File: src/rtl/reg_bank_write_arbiter.sv
// Round-robin write arbiter in front of a D-entry register bank with one registered read port.
// Define REG_ARB_PRIO0_EN to give requester 0 absolute priority over the round-robin group.
module reg_bank_write_arbiter #(
   parameter int n  = 8,
   parameter int R  = 4,
   parameter int AW = 2
) (
   input  logic            clk,
   input  logic            reset,
   input  logic [R-1:0]    req,
   input  logic [R*AW-1:0] wr_addr,
   input  logic [R*n-1:0]  wr_data,
   output logic [R-1:0]    gnt,
   input  logic [AW-1:0]   rd_addr,
   output logic [n-1:0]    rd_data
);

   localparam int D  = 2**AW;
   localparam int PW = (R > 1) ? $clog2(R) : 1;

   logic [PW-1:0] ptr_r;
   logic [PW-1:0] ptr_next_s;
   logic [PW-1:0] win_idx_s;
   logic [PW-1:0] cand_s;
   logic          win_valid_s;
   logic          ptr_upd_s;
   logic [R-1:0]  ereq_s;
   logic [R-1:0]  gnt_r;
   logic [R-1:0]  gnt_next_s;
   logic [AW-1:0] waddr_s;
   logic [n-1:0]  wdata_s;
   logic [n-1:0]  bank_r [D];
   logic [n-1:0]  rd_data_r;

   // Winner selection: first effective request at or after ptr, wrapping around.
   always_comb begin
      ereq_s      = req & ~gnt_r;
      win_valid_s = 1'b0;
      win_idx_s   = '0;
      cand_s      = '0;
      for (int k = 0; k < R; k++) begin
         cand_s = PW'((int'(ptr_r) + k) % R);
         if (!win_valid_s && ereq_s[cand_s]) begin
            win_valid_s = 1'b1;
            win_idx_s   = cand_s;
         end else begin
            win_valid_s = win_valid_s;
         end
      end
`ifdef REG_ARB_PRIO0_EN
      // Requester 0 overrides the rotation and leaves the pointer untouched.
      if (ereq_s[0]) begin
         win_valid_s = 1'b1;
         win_idx_s   = '0;
      end else begin
         win_idx_s   = win_idx_s;
      end
      ptr_upd_s = win_valid_s && (win_idx_s != '0);
`else
      ptr_upd_s = win_valid_s;
`endif
      if (win_idx_s == PW'(R - 1)) begin
         ptr_next_s = '0;
      end else begin
         ptr_next_s = win_idx_s + PW'(1);
      end
      if (win_valid_s) begin
         gnt_next_s = R'(1'b1) << win_idx_s;
      end else begin
         gnt_next_s = '0;
      end
      waddr_s = wr_addr[int'(win_idx_s)*AW +: AW];
      wdata_s = wr_data[int'(win_idx_s)*n +: n];
   end

   // Grant pulse and rotation pointer.
   always_ff @(posedge clk) begin
      if (reset) begin
         gnt_r <= '0;
         ptr_r <= '0;
      end else begin
         gnt_r <= gnt_next_s;
         if (ptr_upd_s) begin
            ptr_r <= ptr_next_s;
         end else begin
            ptr_r <= ptr_r;
         end
      end
   end

   // Bank storage and registered read; a same-edge read returns the pre-write value.
   always_ff @(posedge clk) begin
      if (reset) begin
         for (int d = 0; d < D; d++) begin
            bank_r[d] <= '0;
         end
         rd_data_r <= '0;
      end else begin
         if (win_valid_s) begin
            bank_r[waddr_s] <= wdata_s;
         end else begin
            bank_r[waddr_s] <= bank_r[waddr_s];
         end
         rd_data_r <= bank_r[rd_addr];
      end
   end

   assign gnt     = gnt_r;
   assign rd_data = rd_data_r;

endmodule

File: config.mk
export PLATFORM = sky130hd
export DESIGN_NAME = reg_bank_write_arbiter
export DESIGN_NICKNAME = d
export VERILOG_FILES = /design/src/rtl/reg_bank_write_arbiter.sv
export SDC_FILE = /design/constraint.sdc
export NUM_CORES = 1
export LEC_CHECK = 0
export CAP_MARGIN = 20
export CELL_PAD_IN_SITES_DETAIL_PLACEMENT = 1
export CELL_PAD_IN_SITES_GLOBAL_PLACEMENT = 1
export CORE_MARGIN = 3
export CORE_UTILIZATION = 36
export CTS_BUF_LIST = sky130_fd_sc_hd__clkbuf_2 sky130_fd_sc_hd__clkbuf_4 sky130_fd_sc_hd__clkbuf_8
export CTS_CLUSTER_SIZE = 14
export DETAILED_ROUTE_END_ITERATION = 16
export GPL_TIMING_DRIVEN = 0
export MAX_ROUTING_LAYER = met4
export PLACE_DENSITY_LB_ADDON = 0.25
export SLEW_MARGIN = 30
export SYNTH_ARGS = -nofsm -noshare
export SYNTH_HDL_FRONTEND = slang
export SYNTH_SLANG_ARGS = --single-unit
File: constraint.sdc
create_clock -name clk -period 3.1 [get_ports clk]
set_input_delay 0.775 -clock clk [delete_from_list [all_inputs] [get_ports clk]]
set_output_delay 0.775 -clock clk [all_outputs]
set_load 0.03 [all_outputs]
## Yosys cells after proc, flatten, opt, wreduce, memory -nomap -nowiden

Memory sizes are Yosys's and may differ from the RTL's. A register that Yosys moved wholly into a read port is not among the register bits.
Cells that the tools add are included.

- Add/subtract/negate cells: 4
- Multipliers: 0
- Div/mod/pow operators: 0
- $lt $le $gt $ge: 4
- Eq/ne operators: 2
- Shifts and indexed selects: 3
- Multiplexer cells: 29
- Bitwise operators: 4
- Reductions and logical operators: 9

Operators by type and width:

| kind | count |
|---|---|
| variable part select 32 x 6 -> 8 bit | 1 |
| two-way mux 1 bit | 17 |
| two-way mux 8 bit | 2 |
| less-than comparator 2 x 3 -> 1 bit, second input constant | 4 |
| two-way mux 2 bit | 6 |
| binary-select mux 1 bit (select 2 bit) | 4 |
| OR reduction 8 bit | 1 |
| variable part select 8 x 4 -> 2 bit | 1 |
| adder 2 x 1 -> 2 bit, second input constant | 2 |
| adder 2 bit, second input constant | 2 |
| AND 4 bit | 1 |
| inverter 4 bit | 1 |
| left shift 1 x 2 -> 4 bit, first input constant | 1 |
| logical AND 1 bit | 3 |
| logical NOT 1 bit | 3 |
| == test 2 bit, second input constant | 1 |
| AND reduction 2 bit | 1 |
| OR reduction 2 bit | 1 |
| != test 0 bit | 1 |
| inverter 1 bit | 1 |
| OR 1 bit | 1 |

- Bits in registers: 6
- Bits in latches: 0
- RAM bits: 32
- Memory bits (read-only): 0
- Input port bits: 48
- Output and inout port bits: 12
- Word-level logic and storage cells: 58
- Memories kept: 1

Memory list:

| memory | depth | bits a word | read ports | clocked after memory_dff | write ports | RTL line | RTL |
|---|---|---|---|---|---|---|---|
| bank_r | 4 | 8 | 1 | 1 | 4 | 32 | `logic [n-1:0] bank_r [D];` |

## Longest topological paths before layout

- Depth in word-level cells: 21
- Depth in mapped cells: 8
- Depth with buffers taken out: 6

## Worst setup path after synthesis

Ideal clock, no wire load.

- Kind: input port to flip-flop
- Start point: input port req[1]
- End point: memory bank_r[3][0], enable pin
- Setup time: 0.381 ns
- Arrival: 2.647 ns
- Data required time: 2.719 ns
- Path slack: 0.073 ns
- Cell stages on the path: 7
- Path buffers: 1
- Cells stage by stage: and2b_1 nor3_2 o2111a_1 a2111oi_4 or2_1 buf_6 o41ai_2

RTL lines:

| element | RTL line | RTL |
|---|---|---|
| start: declaration | 10 | `input logic [R-1:0] req,` |
| end: declaration | 32 |  |

==> metrics.txt <==
maximum clock path buffer count 2; clk_lat worst skew 0.29 ns; Core ar. 0.00606 sq mm; worst-margin pin slew 0.772 ns; Clock Power Share 0.148; GR met1 Demand/Resource 0.211; share of cells above drive strength 1 0.224; H-tree levels 2; first-pass iteration count of the detailed router 5; vias in the first global route 1870; Fillers 624; first-pass GRT wire length 9280 um; fin. max-slew vios 0; Max VDD drop 0.330 mV; crit end category register; Sw Ratio 0.361; starting density of the core 0.382; GRT Total Usage 0.170; # nets final 293; RSZ-0062 raised after global routing yes; number of antenna violations at the first check in global routing 0; total gr overflow 0; CP max FO 10; Setup crit start kind input pin; Top delay family on crit path buffers and inverters; GP Congestion 0.758; Iter 0 DRT Violations 52; Placed Area 0.00299 sq mm; Clock Skews 0.00561 ns; Design Power 2390 uW; max-cap violation count 0; Avg WL per Cell 18.2 um; n_diodes 0; outcome completed; area of the multi-input gates 0.00109 sq mm; Tcrit/Tclk final 0.976; Buffers on Ports 57; CTS tree done; CTS Root Cell clkbuf_8; post-layout minimum cycle time 3.03 ns; pwr/cell area 742 mW/mm^2; CP dominant cell by count buf_4; Crit Path Class in2reg; post-synth cell types 41; asr flop ratio synth 0; GRT Max-Usage Layer met2; ANT nets after route 0; fin area 0.00323 sq mm; Worst slew margin 0.486; clk sinks 46; crit path DAT 3.04 ns; Slowest cell on crit path clkdlybuf4s50_1; TritonCTS buffer count 5; row cnt 28; Syn. warnings 0; fmax 0.330 GHz; DIE AREA 0.00743 sq mm; hpwl dp 4380 um; Leakage 0.00118 uW; largest net degree at the start of global routing 14; CTS Hold Bufs 0; Syn Std Cell Area 0.00232 sq mm; Final setup viols 0; Internal 1530 uW; CP required 3.11 ns; Hold WC Path Type reg2reg; Worst-path clk slew 0.08 ns; most common cell after layout, fill and taps aside clkdlybuf4s50_1; Synth Net Count 223; most frequent cells in the layout 57 x clkdlybuf4s50_1, 32 x edfxtp_1, 19 x nor2_1; CP Buf/Inv Count 4; Die W 86.2 um; sequential share of the synthesized area 0.536; Reg area 0.00124 sq mm; Final Hold Viols 0; Die Ht 86.2 um; Gate Count Post-Synth 175; cell chain of the critical path clkdlybuf4s50_1 > and2b_1 > a21oi_2 > o21a_1 > buf_4 > buf_6 > o211a_4 > o41ai_4 > buf_4; #FFs+latches synth 46; Logic pwr share 0.472; Synth Flop Type edfxtp_1; Synth Area per Inst 13.2 sq um; share of power burned in registers 0.380; area grow syn2layout 39.3%; Ports 60; DRC Markers 0; routed vias/inst 5.31; DRT Wirelength 5830 um; Psw 863 uW; via count 1704; GRT met3 Usage 0.0285; met2 usage 0.289; Worst path max stage delay 0.49 ns; Post-synth EDFFs 32
## state kept, by name (all words and copies together), names as in the netlist
register and cells:
gnt 4, ptr_r 2, rd_data 8, bank_r 32
## layout make-up
cell class | count | area share
Buffer | 8 | 0.0167
Clock buffer | 6 | 0.0237
Clock inverter | 2 | 0.00272
Inverter | 12 | 0.0140
Multi-Input combinational cell | 109 | 0.338
Sequential cell | 46 | 0.385
Tap cell | 75 | 0.0291
Timing Repair Buffer | 63 | 0.191
## power groups by stage
stage	Sequential, uW	Clock [uW]	Combinational [uW]
4_1_cts	911	362	1070
3_3_place_gp	916	0	965
5_1_grt	926	394	1220
2_1_floorplan	962	0	638
6_report	910	355	1130
3_5_place_dp	925	0	997
## per-layer routing
metal | share of wire | up-vias
li1 | - | 798
met1 | 0.42 | 847
met2 | 0.52 | 50
met3 | 0.042 | 9
met4 | 0.018 | 0
met5 | 0 | -
## synthesized netlist by cell type, types with 2 or more instances
cell	n	share of area
nor2_1	19	0.031
a21boi_1	2	0.0065
nand2b_1	4	0.011
nor3_1	8	0.017
o21a_1	2	0.0065
nand2_1	12	0.019
buf_6	2	0.0097
buf_4	2	0.0065
edfxtp_1	32	0.41
clkbuf_1	3	0.0049
dfxtp_1	14	0.12
o211a_1	2	0.0086
mux4_2	16	0.16
and2_1	8	0.022
and3_1	2	0.0054
o21ai_1	2	0.0043
inv_1	12	0.019
nor4_1	2	0.0054
nor3_2	3	0.013
a211oi_2	2	0.011
a21oi_1	2	0.0043
and2b_1	2	0.0065
o211ai_1	4	0.013
## path summary, 6_finish.rpt
check	from	slack, ns	end	depth (start not counted)
worst max-delay path	req[0]	0.07	bank_r[3][4]	9
worst min-delay path	bank_r[2][7]	0.66	rd_data[7]	2
worst max register to register	ptr_r[1]	0.57	bank_r[3][4]	8
worst min register to register	bank_r[2][7]	0.66	rd_data[7]	2
## metrics by stage
stage               hold slack (ns)  utilization  TNS, ns  worst slack [ns]  cells
detailed placement            0.642        0.494   -23.48            -0.655    307
global placement              0.618        0.492   -23.39            -0.878    307
finish                        0.664        0.532        0            0.0731    321
global route                  0.708        0.532   -0.339           -0.0466    321
CTS                           0.662        0.520   -0.244           -0.0313    318
floorplan                     0.559            -        0            0.0725    175
## worst register-to-register path: cells and delay by family, from the launching register on
kind                   cells  cell delay [ns]
AO/OA/AOI/OAI              3             0.61
buffers and inverters      2             0.37
flip-flops                 1             0.52
AND/OR/NAND/NOR            3             0.73
## cells by family (layout without fill, tap and decap cells)
group | count (synthesis) | in the layout | share of synthesized area
AOI/OAI and AO/OA | 25 | 25 | 0.103
xor gates and xnor gates | 1 | 1 | 0.00378
buffers and inverters | 20 | 91 | 0.0427
DFF | 46 | 46 | 0.536
muxes | 17 | 17 | 0.160
and+or+nand+nor | 66 | 66 | 0.155
## what timing repair did
| item | 4_1_cts | 5_1_grt |
|---|---|---|
| pin swaps | 2 | 4 |
| endpoints found under the setup margin | 32 | 41 |
| resized for setup | 8 | 12 |
| buffers inserted | 3 | 3 |
Note: power is estimated with default switching activity, not from simulation.
